**src/rtl/alu_issue_ctrl.sv**
```systemverilog
// Issue controller for alu_32: accepts one decoded operation, pulses start,
// waits for finished (or times out) and holds the classified response for writeback.
module alu_issue_ctrl #(
  parameter int unsigned TIMEOUT_CYCLES = 16,
  parameter int unsigned COUNT_WIDTH    = 16
) (
  input  logic                   clock,
  input  logic                   reset,
  input  logic                   req_valid,
  output logic                   req_ready,
  input  logic [4:0]             req_control,
  input  logic [31:0]            req_a,
  input  logic [31:0]            req_b,
  input  logic [4:0]             req_dest,
  output logic                   alu_start,
  output logic [4:0]             alu_control,
  output logic [31:0]            alu_input_a,
  output logic [31:0]            alu_input_b,
  input  logic                   alu_finished,
  input  logic [31:0]            alu_result,
  input  logic                   alu_zero,
  input  logic                   alu_cout,
  input  logic                   alu_err_overflow,
  input  logic                   alu_err_invalid_control,
  output logic                   rsp_valid,
  input  logic                   rsp_ready,
  output logic [31:0]            rsp_result,
  output logic [4:0]             rsp_dest,
  output logic                   rsp_zero,
  output logic                   rsp_cout,
  output logic [1:0]             rsp_exc,
  output logic [COUNT_WIDTH-1:0] ops_completed,
  output logic [1:0]             dbg_state
);

  // Handshakes: a transfer happens on a rising edge where valid and ready are
  // both high; valid never waits on ready, and payload is held while valid is
  // high and ready is low.

  // Encoding is visible on dbg_state: 0 IDLE, 1 ISSUE, 2 WAIT, 3 RESP.
  typedef enum logic [1:0] {
    S_IDLE  = 2'd0,
    S_ISSUE = 2'd1,
    S_WAIT  = 2'd2,
    S_RESP  = 2'd3
  } state_t;

  localparam logic [1:0] EXC_NONE     = 2'b00;
  localparam logic [1:0] EXC_OVERFLOW = 2'b01;
  localparam logic [1:0] EXC_INVALID  = 2'b10;
  localparam logic [1:0] EXC_TIMEOUT  = 2'b11;

  // The counter holds the number of WAIT cycles already spent, so the last
  // allowed WAIT cycle is the one where it equals TIMEOUT_CYCLES-1.
  localparam logic [7:0] WAIT_LAST = 8'(TIMEOUT_CYCLES - 1);

  state_t     state_q;
  state_t     state_d;
  logic [7:0] wait_cnt_q;
  logic [4:0] dest_q;

  logic       accept;
  logic       capture;
  logic       timeout;
  logic       rsp_done;

  always_ff @(posedge clock) begin
    if (reset) begin
      state_q <= S_IDLE;
    end else begin
      state_q <= state_d;
    end
  end

  always_comb begin
    state_d   = state_q;
    req_ready = 1'b0;
    alu_start = 1'b0;
    rsp_valid = 1'b0;
    accept    = 1'b0;
    capture   = 1'b0;
    timeout   = 1'b0;
    rsp_done  = 1'b0;
    case (state_q)
      S_IDLE: begin
        req_ready = 1'b1;
        if (req_valid) begin
          accept  = 1'b1;
          state_d = S_ISSUE;
        end
      end
      S_ISSUE: begin
        alu_start = 1'b1;
        state_d   = S_WAIT;
      end
      S_WAIT: begin
        // A completion in the final allowed cycle beats the timeout.
        if (alu_finished) begin
          capture = 1'b1;
          state_d = S_RESP;
        end else if (wait_cnt_q == WAIT_LAST) begin
          timeout = 1'b1;
          state_d = S_RESP;
        end
      end
      S_RESP: begin
        rsp_valid = 1'b1;
        if (rsp_ready) begin
          rsp_done = 1'b1;
          state_d  = S_IDLE;
        end
      end
      default: state_d = S_IDLE;
    endcase
  end

  always_ff @(posedge clock) begin
    if (reset) begin
      wait_cnt_q    <= '0;
      dest_q        <= '0;
      alu_control   <= '0;
      alu_input_a   <= '0;
      alu_input_b   <= '0;
      rsp_result    <= '0;
      rsp_zero      <= 1'b0;
      rsp_cout      <= 1'b0;
      rsp_exc       <= EXC_NONE;
      ops_completed <= '0;
    end else begin
      if (accept) begin
        alu_control <= req_control;
        alu_input_a <= req_a;
        alu_input_b <= req_b;
        dest_q      <= req_dest;
      end

      if (state_q == S_ISSUE) begin
        wait_cnt_q <= '0;
      end else if (state_q == S_WAIT) begin
        wait_cnt_q <= wait_cnt_q + 8'd1;
      end

      if (capture) begin
        rsp_result <= alu_result;
        rsp_zero   <= alu_zero;
        rsp_cout   <= alu_cout;
        if (alu_err_invalid_control) begin
          rsp_exc <= EXC_INVALID;
        end else if (alu_err_overflow) begin
          rsp_exc <= EXC_OVERFLOW;
        end else begin
          rsp_exc <= EXC_NONE;
        end
      end else if (timeout) begin
        rsp_result <= '0;
        rsp_zero   <= 1'b0;
        rsp_cout   <= 1'b0;
        rsp_exc    <= EXC_TIMEOUT;
      end

      // Wraps silently at 2^COUNT_WIDTH.
      if (rsp_done) begin
        ops_completed <= ops_completed + COUNT_WIDTH'(1);
      end
    end
  end

  assign rsp_dest  = dest_q;
  assign dbg_state = state_q;

endmodule

```
**config.mk**
```make
export PLATFORM = sky130hd
export DESIGN_NAME = alu_issue_ctrl
export DESIGN_NICKNAME = d
export VERILOG_FILES = /design/src/rtl/alu_issue_ctrl.sv
export SDC_FILE = /design/constraint.sdc
export NUM_CORES = 1
export LEC_CHECK = 0
export BUFFER_PORTS_ARGS = -buffer_cell sky130_fd_sc_hd__buf_2
export CAP_MARGIN = 0
export CORE_AREA = 3 3 104 106
export CTS_CLUSTER_DIAMETER = 100
export DETAILED_ROUTE_END_ITERATION = 16
export DIE_AREA = 0 0 107 109
export PLACE_DENSITY = 0.95
export SKIP_CTS_REPAIR_TIMING = 1
export SYNTH_ARGS = -nofsm -noshare
export SYNTH_HDL_FRONTEND = slang
export SYNTH_SLANG_ARGS = --single-unit
export TNS_END_PERCENT = 100
```
**constraint.sdc**
```tcl
create_clock -name clock -period 4.8 [get_ports clock]
set_input_delay 0.24 -clock clock [delete_from_list [all_inputs] [get_ports clock]]
set_output_delay 0.24 -clock clock [all_outputs]
set_load 0.02 [all_outputs]
```
Word-level counts from Yosys, hierarchy flattened
Index checks and enable logic that the tools add are counted.
- $add $sub $neg: 2
- eq/ne operators: 7
- mux-type cells: 26
- reduce and logical (&&, ||, !) cells: 4
- operators with widths (cell ; number):
    32-bit two-way mux ; 2
    16-bit by 1-bit adder with 16-bit output (second input constant) ; 1
    1-bit two-way mux ; 16
    2-bit two-way mux ; 7
    8-bit by 1-bit adder with 8-bit output (second input constant) ; 1
    8-bit by 4-bit equality test with 1-bit output (second input constant) ; 1
    2-bit case mux with 4 select lines ; 1
    2-bit equality test (second input constant) ; 2
    2-bit inequality test (second input constant) ; 2
    3-bit inequality test (second input constant) ; 1
    3-bit AND reduction ; 1
    2-bit by 1-bit equality test with 1-bit output (second input constant) ; 1
    2-bit logical NOT ; 1
    2-bit nonzero test ; 1
    2-bit OR reduction ; 1
- bits in registers: 136

Logic depth before layout (Yosys ltp)
- depth in word-level cells: 6
- mapped depth: 7
- depth with buffers taken out: 6

Least setup slack after synthesis
No wires, ideal clock.
- path kind: register to register
- from: reg state_q[1] (netlist: dbg_state[1])
- to: reg ops_completed[15]
- library setup time: 0.070 ns
- arrival: 2.150 ns
- slack: 2.581 ns
- cell stages (with the launch flop): 7
- path through: dfxtp_1 ha_1 nand2_2 or4_1 buf_2 or3_1 a21oi_1
- word-level cells in the longest chain between the ends: 2
- ends and longest elaborated chain (what ; RTL line ; source):
    start: declaration ; 57 ; state_t state_q;
    start signal: assignment ; 71 ; state_q <= state_d;
    2-bit equality test ; 84 ; case (state_q)
    1-bit two-way mux ; 84 ;
    end signal: assignment ; 163 ; ops_completed <= ops_completed + COUNT_WIDTH'(1);
    end: declaration ; 32 ; output logic [COUNT_WIDTH-1:0] ops_completed,
Every way passes these cells.
A chain may end at the register's enable or synchronous reset.

Final worst setup path
- from: reg state_q[0] (netlist: dbg_state[0])
- to: reg alu_input_b[22]
- word-level cells in the longest chain between the ends: 2
- ends and longest elaborated chain (what ; RTL line ; source):
    2-bit logical NOT ; 84 ;
    1-bit two-way mux ; 84 ;
    end signal: assignment ; 133 ; alu_input_b <= req_b;
    end: declaration ; 18 ; output logic [31:0] alu_input_b,
Every way passes these cells.

==> impl_metrics.json <==
{
  "hold_viol": 1,
  "synth_warnings": 0,
  "grt_usage": 0.2266,
  "hp-start": "req_b[9]",
  "synthTopCellsByCount": "158 x nand2_1, 136 x dfxtp_1, 85 x a21oi_1",
  "routed_via_density": 5.483,
  "routed.top_layer": "met4",
  "tns_ns": 0,
  "final_util": 0.7922,
  "ys_seq_area_frac": 0.5598,
  "required_ns": 5.22,
  "io-pin-count": 246,
  "drcViolationCount": 0,
  "clockRootBuffer": "clkbuf_8",
  "yosysMostFrequentCell": "nand2_1",
  "reg2reg_slack_ns": 2.70,
  "io_buffer_count": 245,
  "ys_types": 35,
  "wl_met1_um": 6546,
  "ir_drop_v": 0.0002586,
  "finalCriticalPeriod_ns": 2.103,
  "violations": "hold timing",
  "timing.fmax_ghz": 0.4755,
  "cts_tree": "yes",
  "netlist_area_sq_um": 4863,
  "syn_inst": 551,
  "yosysTopAreaCellShare": 0.5598,
  "relSlewSlack": 0.4679,
  "setup_viol": 0,
  "hold-worst-slack_ns": -0.01847,
  "cap_violations": 0,
  "grt_setup_unrepaired": "no",
  "synth_nets": 673,
  "grt_max_degree": 75,
  "htree_levels": 4,
  "core_sq_um": 9864,
  "fillers": 569,
  "crit_path_max_fanout": 74,
  "finalCritPeriodShare": 0.4382,
  "rows": 36,
  "antenna_found_initial": 0,
  "synth_async_sr_flop_share": 0,
  "synth_seq_cells": 136,
  "synth_top_area_cell": "dfxtp_1",
  "area.growth.synth_to_final_pct": 60.69,
  "tightest_slew_ns": 0.7981,
  "ff2ff_path_depth": 6,
  "cts_buffer_depth": 2,
  "grt_overflow_total": 0,
  "via_count": 5680,
  "synthTopCellsByArea": "dfxtp_1 56%, nand2_1 12%, a21oi_1 8.7%, a22o_1 6.1%, clkbuf_1 2.5%",
  "wl_met2_um": 9646,
  "die_w_um": 107,
  "detail_route.wl_per_cell_um": 18.54,
  "worst_skew_pair.late_latency_ns": 0.52,
  "r2r_start": "dbg_state[0]",
  "clk_pin_slew_ns": 0.07,
  "status": "finished, violations left",
  "multiInputGateArea_sq_um": 1963,
  "arrival_ns": 2.52,
  "leakage_nw": 3.646,
  "nets": 1013,
  "worstSetupPathType": "flop to flop",
  "hold_depth": 3,
  "synth_edf_count": 0,
  "hpwlAfterDp_um": 9606,
  "critPathLaunchType": "flop",
  "slew_violations": 0,
  "dr_wl_met3_um": 1850,
  "die_area_sq_um": 11660,
  "place_congestion": 0.7884,
  "routed_wl_um": 19200,
  "grt_pass1_wl_um": 20930,
  "cts.sinks": 136,
  "final.setup_skew_ns": 0.01202,
  "timing.rr.end": "alu_input_b[22]",
  "numCtsBuffers": 17,
  "endpoint_kind": "flop",
  "drive_gt1_frac": 0.3200,
  "first_pass_iters": 6,
  "first_iter_violations": 564,
  "hold_path_class": "primary input to flop",
  "ant_nets": 0,
  "whs_endpoint": "alu_input_b[9]",
  "grt_pass1_vias": 4449,
  "insertedDiodeCount": 0,
  "power.density_nw_per_um2": 457.1,
  "fp.dieH_um": 109,
  "synth.avg_cell_area_sq_um": 8.827,
  "ys.flop_type": "dfxtp_1",
  "register_area_sq_um": 2723,
  "initial_core_util": 0.4930
}
-- critical path: stages (launching register included) --
cell and delay, ns:
dfxtp_1 0.33, inv_1 0.13, ha_1 0.23, and2_2 0.15, buf_4 0.55, nand2_1 0.23, a21oi_1 0.29
-- layout by cell type, fill, tap and decap left out, types with 5 or more instances in the layout --
master,n
nand3_1,7
buf_2,245
ha_1,7
clkbuf_16,16
o21ai_0,6
buf_4,5
dlygate4sd3_1,107
dfxtp_1,136
nand2_1,157
xnor2_1,5
nor2_1,19
a22o_1,34
xor2_1,11
nand4_1,7
inv_1,9
a21oi_1,84
or3_1,6
-- how the worst max path moves through the flow --
stage,startpoint,to,slack [ns],cells past startpoint
2_1_floorplan,dbg_state[1],ops_completed[15],2.58,6
5_1_grt,dbg_state[1],ops_completed[13],2.60,5
4_1_cts,dbg_state[1],ops_completed[15],2.71,5
3_3_place_gp,dbg_state[1],ops_completed[15],2.81,5
6_report,dbg_state[0],alu_input_b[22],2.70,6
3_5_place_dp,dbg_state[1],ops_completed[15],2.72,5
-- per-layer routing --
| metal | global-route usage | up-vias |
|---|---|---|
| li1 | - | 2539 |
| met1 | 0.2397 | 2607 |
| met2 | 0.4078 | 438 |
| met3 | 0.08822 | 96 |
| met4 | 0.08584 | 0 |
| met5 | 0 | - |
-- kinds of logic (layout without fill, tap and decap cells) --
kind of cell,count (synthesis),count (layout),synth area share
and+or+nand+nor,216,216,0.1881
DFF,136,136,0.5598
buffers and inverters,45,397,0.03859
muxes,2,2,0.004116
xor gates and xnor gates,16,16,0.02881
AOI/OAI and AO/OA,129,129,0.1626
adders and majority gates,7,7,0.01801
-- metrics by stage --
| stage | instance area [sq um] | power (W) | worst slack [ns] | hold WS, ns | std cells |
|---|---|---|---|---|---|
| after floorplan | 4863 | 0.001880 | 2.581 | 0.3731 | 551 |
| after global placement | 6150 | 0.002129 | 2.807 | 0.4387 | 898 |
| after detailed placement | 6150 | 0.002155 | 2.724 | 0.4430 | 898 |
| after CTS | 6744 | 0.003441 | 2.713 | -0.08043 | 929 |
| after global routing | 7815 | 0.003695 | 2.596 | 0.02535 | 1036 |
| final | 7815 | 0.003572 | 2.697 | -0.01847 | 1036 |
-- layout make-up --
class	count	share of cell area
clock inverters	11	0.01905
multi-input cells	370	0.2512
clock buffers	20	0.05700
well taps	133	0.02129
inverters	9	0.004323
flip-flops and latches	136	0.3484
repair buffers	357	0.2988
-- registers in the layout, indices dropped and copies added (netlist names), 5 cells and up --
signal         flops
alu_control        5
alu_input_b       32
rsp_result        32
ops_completed     16
wait_cnt_q         8
alu_input_a       32
rsp_dest           5
-- power breakdown --
part,leakage (nW),internal (W),switching [W]
registers,1.11,0.00127,0.0000879
logic,2.26,0.000319,0.000596
clock network,0.283,0.000816,0.000486
total,3.65,0.00240,0.00117
No activity file was read; power rests on OpenSTA's default activity.
